File: config.mk
export PLATFORM = sky130hd
export DESIGN_NAME = fir_out_quantizer
export DESIGN_NICKNAME = d
export VERILOG_FILES = /design/src/rtl/fir_out_pkg.sv /design/src/rtl/fir_out_fifo.sv /design/src/rtl/fir_out_quantizer.sv
export SDC_FILE = /design/constraint.sdc
export NUM_CORES = 1
export LEC_CHECK = 0
export ABC_CLOCK_PERIOD_IN_PS = 4300
export CORE_MARGIN = 5
export CORE_UTILIZATION = 38
export DETAILED_ROUTE_END_ITERATION = 10
export SLEW_MARGIN = 20
export SYNTH_ARGS = -nofsm -noshare
export SYNTH_HDL_FRONTEND = slang
export SYNTH_SLANG_ARGS = --single-unit
File: constraint.sdc
create_clock -name CLK -period 4.3 [get_ports CLK]
set_input_delay 0.86 -clock CLK [delete_from_list [all_inputs] [get_ports CLK]]
set_output_delay 0.86 -clock CLK [all_outputs]
set_load 0.01 [all_outputs]
File: src/rtl/fir_out_pkg.sv
// Shared widths, output limits and the round/saturate helper for the FIR output quantizer.
// Pure package: no logic, no latency.
package fir_out_pkg;

    localparam int DEF_IN_W  = 39;
    localparam int DEF_OUT_W = 16;
    localparam int DEF_SHIFT = 15;

    localparam logic signed [DEF_OUT_W-1:0] OUT_MAX = {1'b0, {(DEF_OUT_W-1){1'b1}}};
    localparam logic signed [DEF_OUT_W-1:0] OUT_MIN = {1'b1, {(DEF_OUT_W-1){1'b0}}};

    // Takes the already rounding-biased sum; returns the clamped sample and raises sat.
    function automatic logic signed [63:0] round_sat(
        input  logic signed [63:0] sum,
        input  int                 shift,
        input  int                 out_w,
        output logic               sat
    );
        logic signed [63:0] q;
        logic signed [63:0] hi;
        logic signed [63:0] lo;
        q   = sum >>> shift;
        hi  = (64'sd1 <<< (out_w - 1)) - 64'sd1;
        lo  = -(64'sd1 <<< (out_w - 1));
        sat = (q > hi) || (q < lo);
        if (q > hi) return hi;
        if (q < lo) return lo;
        return q;
    endfunction

    function automatic int lvl_w(input int depth);
        return $clog2(depth) + 1;
    endfunction

endpackage

File: src/rtl/fir_out_fifo.sv
// First-word-fall-through FIFO: head visible one cycle after a write into an empty FIFO.
// Backpressure: push is accepted when not full or when a pop happens on the same edge.
module fir_out_fifo #(
    parameter int W     = 16,
    parameter int DEPTH = 4
) (
    input  logic                   clk_i,
    input  logic                   rst_i,
    input  logic                   push_i,
    input  logic [W-1:0]           push_dat_i,
    input  logic                   pop_i,
    output logic [W-1:0]           dat_o,
    output logic                   full_o,
    output logic                   empty_o,
    output logic [$clog2(DEPTH):0] level_o
);
    localparam int AW = $clog2(DEPTH);
    localparam int LW = AW + 1;

    logic [W-1:0]  mem_q [DEPTH];
    logic [AW-1:0] rd_q, wr_q;
    logic [LW-1:0] lvl_q, lvl_d;
    logic [W-1:0]  hold_q;
    logic          push_ok, pop_ok;

    assign empty_o = (lvl_q == '0);
    assign full_o  = (lvl_q == LW'(DEPTH));
    assign pop_ok  = pop_i && !empty_o;
    assign push_ok = push_i && (!full_o || pop_ok);
    assign level_o = lvl_q;
    // hold_q keeps the last popped sample so the output never shows stale slots.
    assign dat_o   = empty_o ? hold_q : mem_q[rd_q];

    always_comb begin
        lvl_d = lvl_q;
        case ({push_ok, pop_ok})
            2'b10:   lvl_d = lvl_q + LW'(1);
            2'b01:   lvl_d = lvl_q - LW'(1);
            default: lvl_d = lvl_q;
        endcase
    end

    always_ff @(posedge clk_i or posedge rst_i) begin
        if (rst_i) begin
            for (int i = 0; i < DEPTH; i++) mem_q[i] <= '0;
            rd_q   <= '0;
            wr_q   <= '0;
            lvl_q  <= '0;
            hold_q <= '0;
        end else begin
            if (push_ok) begin
                mem_q[wr_q] <= push_dat_i;
                wr_q        <= wr_q + AW'(1);
            end
            if (pop_ok) begin
                hold_q <= mem_q[rd_q];
                rd_q   <= rd_q + AW'(1);
            end
            lvl_q <= lvl_d;
        end
    end

endmodule

File: src/rtl/fir_out_quantizer.sv
// Rounds 39-bit FIR results to saturated 16-bit samples and buffers them; 2-cycle latency.
// Backpressure: FIFO absorbs up to DEPTH samples; a sample arriving on a full FIFO with no read is dropped.
module fir_out_quantizer
    import fir_out_pkg::*;
#(
    parameter int IN_W  = DEF_IN_W,
    parameter int OUT_W = DEF_OUT_W,
    parameter int SHIFT = DEF_SHIFT,
    parameter int DEPTH = 4,
    parameter int CNT_W = 8
) (
    input  logic                       CLK,
    input  logic                       RESET,
    input  logic                       iVALID,
    input  logic [IN_W-1:0]            iDATA,
    input  logic                       iCLR,
    input  logic                       iREADY,
    output logic                       oVALID,
    output logic [OUT_W-1:0]           oDATA,
    output logic                       oSAT,
    output logic                       oOVF,
    output logic [CNT_W-1:0]           oDROP_CNT,
    output logic [lvl_w(DEPTH)-1:0]    oLEVEL
);
    localparam logic [IN_W:0] RND = (IN_W + 1)'(1) << (SHIFT - 1);

    logic                   s1_vld_q;
    logic signed [IN_W:0]   s1_sum_q, s1_sum_d;
    logic signed [63:0]     sum_ext;
    logic [OUT_W-1:0]       s2_smp;
    logic                   s2_sat;
    logic                   full, empty, pop, drop, sat_ev;
    logic                   sat_q, sat_d, ovf_q, ovf_d;
    logic [CNT_W-1:0]       cnt_q, cnt_d;

    // One extra bit keeps the rounding bias from wrapping the most positive input.
    assign s1_sum_d = $signed({iDATA[IN_W-1], iDATA} + RND);
    assign sum_ext  = 64'(s1_sum_q);

    always_comb begin
        s2_sat = 1'b0;
        s2_smp = OUT_W'(round_sat(sum_ext, SHIFT, OUT_W, s2_sat));
    end

    always_ff @(posedge CLK or posedge RESET) begin
        if (RESET) begin
            s1_vld_q <= 1'b0;
            s1_sum_q <= '0;
        end else begin
            s1_vld_q <= iVALID;
            if (iVALID) s1_sum_q <= s1_sum_d;
        end
    end

    fir_out_fifo #(
        .W     (OUT_W),
        .DEPTH (DEPTH)
    ) u_fifo (
        .clk_i      (CLK),
        .rst_i      (RESET),
        .push_i     (s1_vld_q),
        .push_dat_i (s2_smp),
        .pop_i      (pop),
        .dat_o      (oDATA),
        .full_o     (full),
        .empty_o    (empty),
        .level_o    (oLEVEL)
    );

    assign oVALID = !empty;
    assign pop    = oVALID && iREADY;
    assign drop   = s1_vld_q && full && !pop;
    // Saturation is flagged even when the sample is then dropped.
    assign sat_ev = s1_vld_q && s2_sat;

    always_comb begin
        sat_d = sat_ev ? 1'b1 : (iCLR ? 1'b0 : sat_q);
        ovf_d = drop   ? 1'b1 : (iCLR ? 1'b0 : ovf_q);
        cnt_d = cnt_q;
        if (drop) begin
            if (iCLR)             cnt_d = CNT_W'(1);
            else if (~&cnt_q)     cnt_d = cnt_q + CNT_W'(1);
        end else if (iCLR) begin
            cnt_d = '0;
        end
    end

    always_ff @(posedge CLK or posedge RESET) begin
        if (RESET) begin
            sat_q <= 1'b0;
            ovf_q <= 1'b0;
            cnt_q <= '0;
        end else begin
            sat_q <= sat_d;
            ovf_q <= ovf_d;
            cnt_q <= cnt_d;
        end
    end

    assign oSAT      = sat_q;
    assign oOVF      = ovf_q;
    assign oDROP_CNT = cnt_q;

endmodule

Word level (Yosys, flattened, before mapping)

Cells that the tools add are included.

Word-level logic and storage cells: 70
Register bits after elaboration: 138
Input port bits: 44
Memories kept: 0
Output and inout bits: 30
Bits in writable memories: 0
Bits in latches: 0
Memory bits (read-only): 0

Multiplexer cells: 22
Bitwise operators: 2
Order comparisons: 5
$add $sub $neg: 6
Multipliers: 0
Eq/ne operators: 4
Shift operators: 0
Div/mod/pow operators: 0
Reduce and logical (&&, ||, !) cells: 18

Operator list:

| kind                     | count |
|---|---|
| $mux W16                 | 8 |
| $bwmux W64               | 1 |
| $add A39 B16 Y40 const B | 1 |
| $bmux W16 S2             | 1 |
| $demux W16 S2            | 1 |
| $mux W8                  | 4 |
| $gt A25 B16 Y1 const B   | 1 |
| $lt A25 B16 Y1 const B   | 1 |
| $add A8 B1 Y8 const B    | 1 |
| $reduce_and A8 Y1        | 1 |
| $logic_and A1 B1 Y1      | 7 |
| $ge A3 B3 Y1 const B     | 2 |
| $mux W1                  | 6 |
| $not A2 Y3               | 2 |
| $pmux W3 S2              | 1 |
| $reduce_bool A2 Y1       | 3 |
| $add A2 B1 Y2 const B    | 2 |
| $add A3 B1 Y3 const B    | 1 |
| $eq A3 B3 Y1 const B     | 1 |
| $logic_not A1 Y1         | 3 |
| $logic_not A3 Y1         | 1 |
| $lt A3 B1 Y1 const B     | 1 |
| $sub A3 B1 Y3 const B    | 1 |
| $eq A2 B1 Y1 const B     | 1 |
| other kinds (4)          | 5 |

Longest topological paths before layout

Gate-level depths: netlist of run 1.

Depth in word-level cells: 8
Gate-level depth with buffers: 11
Depth with buffers taken out: 8

Modules after synthesis

Synthesis of run 1 repeated with hierarchy kept, for this count alone.

Cell total of the unflattened synthesis: 495
Area, all modules: 6342.3 um^2

By module, submodules not included:

| module            | times used | area an instance (um^2) | cells each | sequential area each (um^2) |
|---|---|---|---|---|
| fir_out_fifo      | 1          | 4160.2                  | 246        | 2177.1 |
| fir_out_quantizer | 1          | 2182.1                  | 249        | 900.9 |

Least setup slack after synthesis of run 1

Ideal clock, no wire load.

Path type: input port to flip-flop
Start: input port iREADY
End: register u_fifo.lvl_q[2] (netlist: u_fifo.level_o[2])
Path buffers: 0
Data required time: 4221 ps
Path slack: 1723 ps
Stages: 8
Arrival time: 2497 ps
Setup time: 79 ps
Cell sequence: or4b_1 -> nand2_1 -> ha_1 -> inv_1 -> fa_1 -> xor2_1 -> nor2_1 -> xor2_1

Cells in the longest elaborated chain, start to end: 6
Elaborated cells between the ends (all ways): 8
Those cells by class: 2 x eq/ne; 1 x mux; 5 x reduce/logical

RTL lines:

| what                                                     | RTL line                | source |
|---|---|---|
| from (decl)                                              | fir_out_quantizer.sv:17 | `input logic iREADY,` |
| $logic_and A1 B1 Y1 *                                    | fir_out_quantizer.sv:71 | `assign pop = oVALID && iREADY;` |
| $logic_and A1 B1 Y1 *                                    | fir_out_fifo.sv:28      | `assign pop_ok = pop_i && !empty_o;` |
| $logic_or A1 B1 Y1                                       | fir_out_fifo.sv:29      | `assign push_ok = push_i && (!full_o \|\| pop_ok);` |
| $logic_and A1 B1 Y1                                      | fir_out_fifo.sv:29      |  |
| $eq A2 B1 Y1 / $eq A2 B2 Y1 (equally long branches)      | fir_out_fifo.sv:36      | `case ({push_ok, pop_ok})` |
| $pmux W3 S2 / $reduce_bool A2 Y1 (equally long branches) | --                      |  |
| to (signal assigned)                                     | fir_out_fifo.sv:59      | `lvl_q <= lvl_d;` |
| to (decl)                                                | fir_out_fifo.sv:22      | `logic [LW-1:0] lvl_q, lvl_d;` |

Every way passes the cells marked *; elsewhere a longest branch is shown, timed or not.
A chain may end at the register's enable or synchronous reset.

Worst setup path after layout of run 1

Start: register u_fifo.rd_q[1]
End: output port oDATA[15]

Cells in the longest elaborated chain, start to end: 5

RTL lines:

| what                                         | RTL line                | source |
|---|---|---|
| from (decl)                                  | fir_out_fifo.sv:21      | `logic [AW-1:0] rd_q, wr_q;` |
| from (signal assigned)                       | fir_out_fifo.sv:57      | `rd_q <= rd_q + AW'(1);` |
| $not A2 Y3 (not written as such)             | fir_out_fifo.sv:32      | `assign dat_o = empty_o ? hold_q : mem_q[rd_q];` |
| $bmux W16 S2                                 | fir_out_fifo.sv:32      |  |
| $mux W16 (not written as such) (2 in series) | fir_out_fifo.sv:32      |  |
| $mux W16                                     | fir_out_fifo.sv:32      |  |
| to (decl)                                    | fir_out_quantizer.sv:19 | `output logic [OUT_W-1:0] oDATA,` |

No other way between the ends. The select of a mux whose other input is x is not followed.

==> out/metrics.yaml, run 1 <==
max-slew-margin-rel: 0.423
final_common_cell: "dfrtp_1"
ys_ff_latch: 123
ys_warn_count: 0
drtAntennaViolNets: 0
htreeDepth: 4
synth_top_family_by_area: "simple AND/OR/NAND/NOR gates"
grt_pass1_wl_um: 22300
drtIter0Drc: 237
cts_resized: 0
worst-setup-path-type: "reg -> out"
first_pass_iters: 4
grt_usage: 0.156
swShare: 0.306
postCtsSetupRepairBufs: 0
cp_max_fo: 17
cts.sinks: 123
status: "complete, no violations"
dieArea_um2: 18000
via_per_inst: 5.30
path_depth: 3
start_util: 0.387
cts_buffers: 17
antenna_found_initial: 0
pwr-share-clk: 0.289
clk_latency_ns: 0.41
seq_area_frac_synth: 0.525
post_drt_wl_per_cell_um: 16.0
vias: 4313
drive_gt1_frac: 0.163
p_int_mw: 3.44
die_w_um: 134
worst_slew_pin_slew_ns: 0.866
cp-startpoint: "u_fifo.rd_q[1]$_DFFE_PP0P_"
drc: 0
portBuffers: 59
syn-num-nets: 604
worst_path_largest_cell_delay_ns: 0.90
p_per_area_nw_per_um2: 682
cts-root-buf: "clkbuf_16"
min_path_type: "reg -> reg"
r2r_end: "u_fifo.level_o[2]$_DFFE_PP0P_"
start_kind: "flop"
layout_common_cells: "123 x dfrtp_1, 86 x nor2_1, 79 x a21oi_1"
seq_power_share: 0.365
synthAdderAreaFrac: 0.0184
overflow: 0
postCtsHoldBufs: 0
syn_area_um2: 5860
fin_util: 0.480
cp_slowest_cell: "dfrtp_1"
core_um2: 15100
areaGrowthSynthToFinish_pct: 24.0
diodes: 0
cts_tree: "done"
slew_violations: 0
period_share: 0.792
r2r_slack_ns: 1.61
synthFlopType: "dfrtp_1"
worstReg2RegStart: "u_fifo.level_o[0]$_DFFE_PP0P_"
synth_xor_area_frac: 0.0269
setup_viol: 0
finalClockSkew_ns: 0.00633
cp.required_ns: 3.44
place_congestion: 0.782
endpoint_kind: "output pin"
clock_path_buffers: 2
synth-simple-area-share: 0.148
syn_inst: 552
cp_cell_sequence: "mux4_2, mux2_2, clkdlybuf4s50_1"
muxShareOfSynthArea: 0.138
grt_pass1_vias: 4388
power_switching_mw: 1.52
worst-path-buf-inv: 1
cp_top_family: "flip-flops"
clkTransAtPathRegs_ns: 0.05
p_leak_nw: 2.81
cp.arrival_ns: 2.54
ir_worst_vdd_mv: 0.328
synth_area_per_cell_um2: 10.6
num_rows: 45
maxCapViolCount: 0
endpoint: "oDATA[15]"
die_h_um: 134
reg2reg_depth: 9
dpl.hpwl_um: 8790
synth_compound_area_frac: 0.111
finalHoldViolCount: 0
fmax_ghz: 0.294
grt_max_degree: 65
totalWireLength_um: 13000
period_minus_slack_ns: 3.40
power_frac_comb: 0.346
io_pins: 74
async_flop_share: 1.00
synth_edf_count: 0
synthDistinctLibCells: 44
final_nets: 665
rsz0062_at_grt: "false"
finalSetupTns_ns: 0
layer usage:
| layer | share of wire | wire length (um) | vias up | global-route usage |
|---|---|---|---|---|
| met5 | 0 | 0 | - | 0 |
| met4 | 0.015 | 201 | 0 | 0.0560 |
| met3 | 0.046 | 604 | 15 | 0.0375 |
| met2 | 0.45 | 5880 | 102 | 0.236 |
| met1 | 0.49 | 6340 | 2093 | 0.218 |
| li1 | - | - | 2103 | - |
power groups by stage:
stage	Combinational (mW)	Clock, mW	Sequential (mW)
after global routing	1.90	1.52	1.86
after global placement	1.69	0	1.80
after CTS	1.74	1.46	1.81
after floorplan	1.16	0	1.73
final	1.72	1.43	1.81
after detailed placement	1.73	0	1.83
registers in the layout (all words and copies together), names as in the netlist:
register	flops
oOVF	1
s1_sum_q	25
u_fifo.rd_q	2
u_fifo.mem_q	64
oDROP_CNT	8
oSAT	1
u_fifo.wr_q	2
s1_vld_q	1
u_fifo.level_o	3
u_fifo.hold_q	16
cell usage after synthesis, types with 2 or more instances:
cell,count,share of area
nor4_1,6,0.0064
mux2i_1,2,0.0034
or4_1,8,0.010
mux2_1,2,0.0038
a31oi_1,10,0.011
and4b_1,2,0.0034
ha_1,7,0.015
xor2_1,8,0.012
nand2_1,35,0.022
nor3_1,4,0.0034
xnor2_1,10,0.015
and2_1,3,0.0032
o21ai_0,11,0.0094
nor2b_1,4,0.0043
o31ai_1,7,0.0090
a21oi_1,79,0.067
dfrtp_1,123,0.53
clkbuf_1,17,0.011
and3_1,6,0.0064
a211o_1,2,0.0030
mux4_2,16,0.061
mux2_2,36,0.069
buf_1,3,0.0019
or3_1,7,0.0075
nor2_1,86,0.055
nand3_1,12,0.010
buf_2,9,0.0077
nand4_1,6,0.0064
inv_1,16,0.010
how the worst min path moves through the flow:
stage | cells past startpoint | start | slack [ns] | to
global route | 1 | u_fifo.hold_q[4]$_DFFE_PP0P_ | 0.51 | u_fifo.hold_q[4]$_DFFE_PP0P_
CTS | 1 | u_fifo.hold_q[4]$_DFFE_PP0P_ | 0.49 | u_fifo.hold_q[4]$_DFFE_PP0P_
floorplan | 1 | u_fifo.hold_q[4]$_DFFE_PP0P_ | 0.45 | u_fifo.hold_q[4]$_DFFE_PP0P_
detailed placement | 1 | u_fifo.hold_q[4]$_DFFE_PP0P_ | 0.47 | u_fifo.hold_q[4]$_DFFE_PP0P_
finish | 1 | u_fifo.hold_q[4]$_DFFE_PP0P_ | 0.48 | u_fifo.hold_q[4]$_DFFE_PP0P_
global placement | 1 | u_fifo.hold_q[6]$_DFFE_PP0P_ | 0.46 | u_fifo.hold_q[6]$_DFFE_PP0P_
logic make-up after synthesis:
family / Yosys count
AOI/OAI and AO/OA: 116
xor gates and xnor gates: 18
adders and majority gates: 8
buffers and inverters: 46
DFF: 123
muxes: 56
and+or+nand+nor: 185
metrics by stage:
stage	hold slack (ns)	cells	power (mW)	instance area [um^2]	worst slack, ns
global placement	0.464	782	3.49	6660	1.17
global route	0.510	814	5.28	7270	0.830
detailed placement	0.475	782	3.55	6660	1.12
floorplan	0.454	552	2.90	5860	0.169
CTS	0.487	814	5.01	7260	0.879
finish	0.482	814	4.96	7270	0.896
cell type report:
type	count	area, um^2
multi-input combinational	383	2600
sequential	123	3080
inverter	16	62.6
tap	188	235
timing repair buffer	72	688
clock inverter	12	146
fill	1385	7880
clock buffer	20	457
Power figures use the tool's default switching activity.
==> inputs of run 2 (changes only) <==
--- a/config.mk
+++ b/config.mk
@@ -5,7 +5,7 @@
 export SDC_FILE = /design/constraint.sdc
 export NUM_CORES = 1
 export LEC_CHECK = 0
-export ABC_CLOCK_PERIOD_IN_PS = 4300
+export ABC_CLOCK_PERIOD_IN_PS = 2950
 export CORE_MARGIN = 5
 export CORE_UTILIZATION = 38
 export DETAILED_ROUTE_END_ITERATION = 10
==> constraint.sdc (replaced) <==
create_clock -name CLK -period 2.95 [get_ports CLK]
set_input_delay 0.59 -clock CLK [delete_from_list [all_inputs] [get_ports CLK]]
set_output_delay 0.59 -clock CLK [all_outputs]
set_load 0.01 [all_outputs]
==> out/metrics.yaml, run 2 (synthesis gave the netlist of run 1 again) <==
r2r_end: "u_fifo.level_o[2]$_DFFE_PP0P_"
min_path_type: "reg -> reg"
worst_path_largest_cell_delay_ns: 0.53  # -0.37 ns
cp.required_ns: 2.36  # -1.08 ns
portBuffers: 59  # unchanged
layout_common_cells: "122 x dfrtp_1, 86 x nor2_1, 79 x a21oi_1"
fin_util: 0.488  # +0.00810
clk_latency_ns: 0.41  # about the same
max-slew-margin-rel: 0.488  # +0.0655
totalWireLength_um: 13500  # +3.6%
die_h_um: 134  # unchanged
endpoint_kind: "output pin"
die_w_um: 134  # unchanged
worst-setup-path-type: "reg -> out"
final_common_cell: "dfrtp_1"
htreeDepth: 4  # unchanged
grt_pass1_wl_um: 22200  # -0.62%
min-delay-start: "u_fifo.hold_q[6]$_DFFE_PP0P_"
worstReg2RegStart: "u_fifo.level_o[0]$_DFFE_PP0P_"
clkTransAtPathRegs_ns: 0.05  # about the same
antenna_found_initial: 0  # unchanged
power_mw: 7.29  # +47%
drc: 0  # unchanged
final_nets: 674  # +1.4%
clock_path_buffers: 2  # unchanged
r2r_slack_ns: 0.66  # -0.95 ns
cp_top_family: "multiplexers"
first_pass_iters: 4  # unchanged
finalClockSkew_ns: 0.0160  # +0.00969 ns
start_kind: "flop"
worst-path-buf-inv: 2  # +1
post_drt_wl_per_cell_um: 16.4  # +2.6%
cp_cell_sequence: "buf_12, mux4_2, mux2_2, clkdlybuf4s50_1"
maxCapViolCount: 0  # unchanged
num_rows: 45  # unchanged
cp_max_fo: 4  # -13
worstHoldPathCells: 1  # unchanged
dieArea_um2: 18000  # unchanged
fmax_ghz: 0.347
slew_violations: 0  # unchanged
grt_usage: 0.155  # -0.000823
final_cells: 822  # +0.98%
grt_max_degree: 97  # +49%
start_util: 0.387  # unchanged
drtAntennaViolNets: 0  # unchanged
setup_viol: 0  # unchanged
core_um2: 15100  # unchanged
drtIter0Drc: 302  # +27%
worst_slew_pin_slew_ns: 0.767  # -0.0994 ns
cp.arrival_ns: 2.29  # -0.25 ns
grt_pass1_vias: 4447  # +1.3%
period_share: 0.976
period_minus_slack_ns: 2.88
overflow: 0  # unchanged
rsz0062_at_grt: "false"
cts_tree: "done"
cts.sinks: 123  # unchanged
top_register: "u_fifo.mem_q"
vias: 4376  # +1.5%
p_leak_nw: 2.89  # +2.8%
finalHoldViolCount: 0  # unchanged
via_per_inst: 5.32  # +0.47%
reg2reg_depth: 8  # -1
largest_register_ffs: 64  # unchanged
hold_end: "u_fifo.hold_q[6]$_DFFE_PP0P_"
io_pins: 74  # unchanged
top_regs: "u_fifo.mem_q: 64 flops, s1_sum_q: 25 flops, u_fifo.hold_q: 16 flops"
cts_buffers: 17  # unchanged
dp_cells: 789  # +0.90%
areaGrowthSynthToFinish_pct: 26.1
cp_slowest_cell: "mux4_2"
cts-root-buf: "clkbuf_16"
drive_gt1_frac: 0.175  # +0.0121
diodes: 0  # unchanged
ir_worst_vdd_mv: 0.466  # +42%
finalSetupTns_ns: 0  # unchanged
place_congestion: 0.770  # -1.5%
status: "complete, no violations"
dpl.hpwl_um: 9020  # +2.6%
p_per_area_nw_per_um2: 986  # +45%
## run 2: routing by layer
| layer | track usage | wire [um] |
|---|---|---|
| met1 | 0.217 | 6380 |
| met2 | 0.234 | 6280 |
| met3 | 0.0315 | 620 |
| met4 | 0.0684 | 215 |
| met5 | 0 | 0 |
## run 2: worst max path at each step
stage / startpoint / end / depth (start not counted)
after floorplan: u_fifo.level_o[0]$_DFFE_PP0P_ / u_fifo.level_o[2]$_DFFE_PP0P_ / 11
after global placement: iREADY / u_fifo.level_o[2]$_DFFE_PP0P_ / 9
after detailed placement: iREADY / u_fifo.level_o[2]$_DFFE_PP0P_ / 9
after CTS: u_fifo.rd_q[0]$_DFFE_PP0P_ / oDATA[4] / 4
after global routing: u_fifo.rd_q[0]$_DFFE_PP0P_ / oDATA[1] / 4
final: u_fifo.rd_q[0]$_DFFE_PP0P_ / oDATA[6] / 4
## run 2: through the flow
| step | hold slack, ns | worst slack (ns) | area, um^2 |
|---|---|---|---|
| after floorplan | 0.454 | 0.443 | 5870 |
| after global placement | 0.464 | 0.153 | 6740 |
| after detailed placement | 0.483 | 0.102 | 6740 |
| after CTS | 0.494 | 0.00404 | 7350 |
| after global routing | 0.513 | 0.00904 | 7390 |
| final | 0.490 | 0.0705 | 7390 |
## run 2: what timing repair did
action / CTS / global route
endpoints found under the setup margin: 16 / 7
hold buffers: 0 / 0
gates cloned: 1 / 0
resized for setup: 9 / 4
buffers inserted: 0 / 1
## run 2: cell type report
| cell class | instances | area, um^2 |
|---|---|---|
| clock buffers | 24 | 502 |
| inverters | 16 | 63.8 |
| clock inverters | 7 | 87.6 |
| fillers | 1382 | 7760 |
| multi-input cells | 383 | 2610 |
| repair buffers | 81 | 817 |
| well taps | 188 | 235 |
| flip-flops and latches | 123 | 3080 |
## run 2: where the power goes
| part | switching, mW | internal [mW] | leakage, nW |
|---|---|---|---|
| registers | 0.340 | 2.27 | 1.33 |
| clock network | 0.696 | 1.34 | 0.292 |
| logic | 1.20 | 1.44 | 1.27 |
| total | 2.24 | 5.05 | 2.89 |
==> inputs of run 3 (changes only) <==
--- a/config.mk
+++ b/config.mk
@@ -9,6 +9,7 @@
 export CORE_MARGIN = 5
 export CORE_UTILIZATION = 38
 export DETAILED_ROUTE_END_ITERATION = 10
+export GPL_TIMING_DRIVEN = 0
 export SLEW_MARGIN = 20
 export SYNTH_ARGS = -nofsm -noshare
 export SYNTH_HDL_FRONTEND = slang
==> out/metrics.yaml, run 3 (synthesis gave the netlist of run 1 again) <==
final_cells: 834  # +1.5%
top_register: "u_fifo.mem_q"
cts_tree: "done"
largest_register_ffs: 64  # unchanged
p_per_area_nw_per_um2: 971  # -1.5%
maxCapViolCount: 0  # unchanged
num_rows: 45  # unchanged
die_w_um: 134  # unchanged
cts_buffers: 17  # unchanged
min_path_type: "reg -> reg"
ir_worst_vdd_mv: 0.602  # +29%
slew_violations: 0  # unchanged
status: "complete, no violations"
power_switching_mw: 2.23  # -0.47%
power_frac_comb: 0.356  # -0.006
worst-setup-path-type: "reg -> out"
dpl.hpwl_um: 9700  # +7.5%
overflow: 0  # unchanged
first_pass_iters: 4  # unchanged
finalHoldViolCount: 0  # unchanged
p_int_mw: 4.97  # -1.7%
cts.sinks: 123  # unchanged
worst-path-buf-inv: 2  # unchanged
pwr-share-clk: 0.280  # about the same
die_h_um: 134  # unchanged
via_per_inst: 5.31  # -0.25%
cp_max_fo: 10  # +6
clock_path_buffers: 2  # unchanged
portBuffers: 59  # unchanged
period_minus_slack_ns: 2.86  # -0.0156 ns
post_drt_wl_per_cell_um: 15.9  # -3.1%
finalClockSkew_ns: 0.00747  # -0.00855 ns
path_depth: 4  # unchanged
p_leak_nw: 2.86  # -0.90%
worstReg2RegStart: "u_fifo.level_o[1]$_DFFE_PP0P_"
grt_pass1_vias: 4581  # +3.0%
start_kind: "flop"
cts-root-buf: "clkbuf_16"
areaGrowthSynthToFinish_pct: 26.4
final_nets: 686  # +1.8%
totalWireLength_um: 13300  # -1.7%
rsz0062_at_grt: "false"
drive_gt1_frac: 0.167  # -0.00790
clkTransAtPathRegs_ns: 0.05  # about the same
io_pins: 74  # unchanged
swShare: 0.309  # +0.00259
period_share: 0.971  # -0.00529
clk_latency_ns: 0.41  # about the same
dp_cells: 803  # +1.8%
endpoint_kind: "output pin"
fin_util: 0.489  # +0.00116
grt_pass1_wl_um: 22100  # -0.41%
cp-startpoint: "u_fifo.rd_q[1]$_DFFE_PP0P_"
cp_top_family: "buffers and inverters"
vias: 4429  # +1.2%
max-slew-margin-rel: 0.566  # +0.0784
drtIter0Drc: 273  # -9.6%
reg2reg_depth: 11  # +3
cp_cell_sequence: "buf_4, mux4_2, mux2_2, clkdlybuf4s50_1"
worstHoldPathCells: 1  # unchanged
setup_viol: 0  # unchanged
drtAntennaViolNets: 0  # unchanged
layout_common_cells: "122 x dfrtp_1, 86 x nor2_1, 79 x a21oi_1"
start_util: 0.387  # unchanged
core_um2: 15100  # unchanged
post-route-worst-setup-slack_ns: 0.0861  # +0.0156 ns
dieArea_um2: 18000  # unchanged
final_common_cell: "dfrtp_1"
min-delay-start: "u_fifo.hold_q[6]$_DFFE_PP0P_"
fmax_ghz: 0.349  # +0.54%
cp.required_ns: 2.36  # about the same
seq_power_share: 0.364  # +0.006
htreeDepth: 4  # unchanged
fillers: 1347  # -2.5%
diodes: 0  # unchanged
place_congestion: 0.814  # +5.7%
cp.arrival_ns: 2.27  # -0.02 ns
cp_slowest_cell: "dfrtp_2"
antenna_found_initial: 0  # unchanged
top_regs: "u_fifo.mem_q: 64 flops, s1_sum_q: 25 flops, u_fifo.hold_q: 16 flops"
drc: 0  # unchanged
grt_max_degree: 37  # -62%
dp_slack_ns: -0.143  # -0.245 ns
worst_slew_pin_slew_ns: 0.641  # -0.125 ns
grt_usage: 0.153  # -0.00201
worst_path_largest_cell_delay_ns: 0.48  # -0.05 ns
-- run 3: layer usage --
metal / track usage / routed length (um) / vias up
li1: - / - / 2135
met1: 0.206 / 6120 / 2171
met2: 0.244 / 6350 / 106
met3: 0.0319 / 575 / 17
met4: 0.0577 / 216 / 0
met5: 0 / 0 / -
-- run 3: through the flow --
step           setup TNS [ns]  area [um^2]  hold slack [ns]  power, mW
4_1_cts                     0         7390            0.484       7.26
2_1_floorplan               0         5870            0.454       4.22
3_3_place_gp           -29.33         6690            0.465       5.10
5_1_grt                     0         7410            0.501       7.62
3_5_place_dp            -1.03         6780            0.472       5.22
6_report                    0         7410            0.480       7.19
-- run 3: worst paths after layout --
kind	to	slack, ns
max reg2reg	u_fifo.level_o[2]$_DFFE_PP0P_	0.47
min	u_fifo.hold_q[6]$_DFFE_PP0P_	0.48
max in group asynchronous	u_fifo.rd_q[1]$_DFFE_PP0P_	1.75
max	oDATA[8]	0.09
min in group asynchronous	s1_sum_q[33]$_DFFE_PP0P_	0.50
min reg2reg	u_fifo.hold_q[6]$_DFFE_PP0P_	0.48
-- run 3: cell type report --
class                   count  area [um^2]  area share
clock inverters            11          120      0.0162
inverters                  16         63.8     0.00861
well taps                 188          235      0.0318
repair buffers             65          683      0.0922
plain buffers              28          161      0.0218
multi-input cells         383         2600       0.351
flip-flops and latches    123         3080       0.416
clock buffers              20          467      0.0630
-- run 3: power groups by stage --
| stage | Combinational (mW) | Clock (mW) | Sequential, mW |
|---|---|---|---|
| 6_report | 2.56 | 2.01 | 2.62 |
| 2_1_floorplan | 1.69 | 0 | 2.53 |
| 5_1_grt | 2.81 | 2.12 | 2.69 |
| 3_3_place_gp | 2.52 | 0 | 2.57 |
| 3_5_place_dp | 2.60 | 0 | 2.62 |
| 4_1_cts | 2.58 | 2.06 | 2.62 |
-- run 3: worst register-to-register path: stages, from the launching register on --
cell and delay (ns):
dfrtp_1 0.42, or3_4 0.41, buf_4 0.14, and2_1 0.14, buf_2 0.18, buf_2 0.23, ha_1 0.25, inv_1 0.07
fa_1 0.17, xor2_1 0.14, nor2_1 0.06, xor2_1 0.13
-- run 3: repair_timing --
item | in CTS | in global routing
endpoints found under the setup margin | 17 | 7
gates resized for setup | 21 | 1
buffers inserted | 0 | 2
pin swaps | 1 | 1
hold buffers | 0 | 0
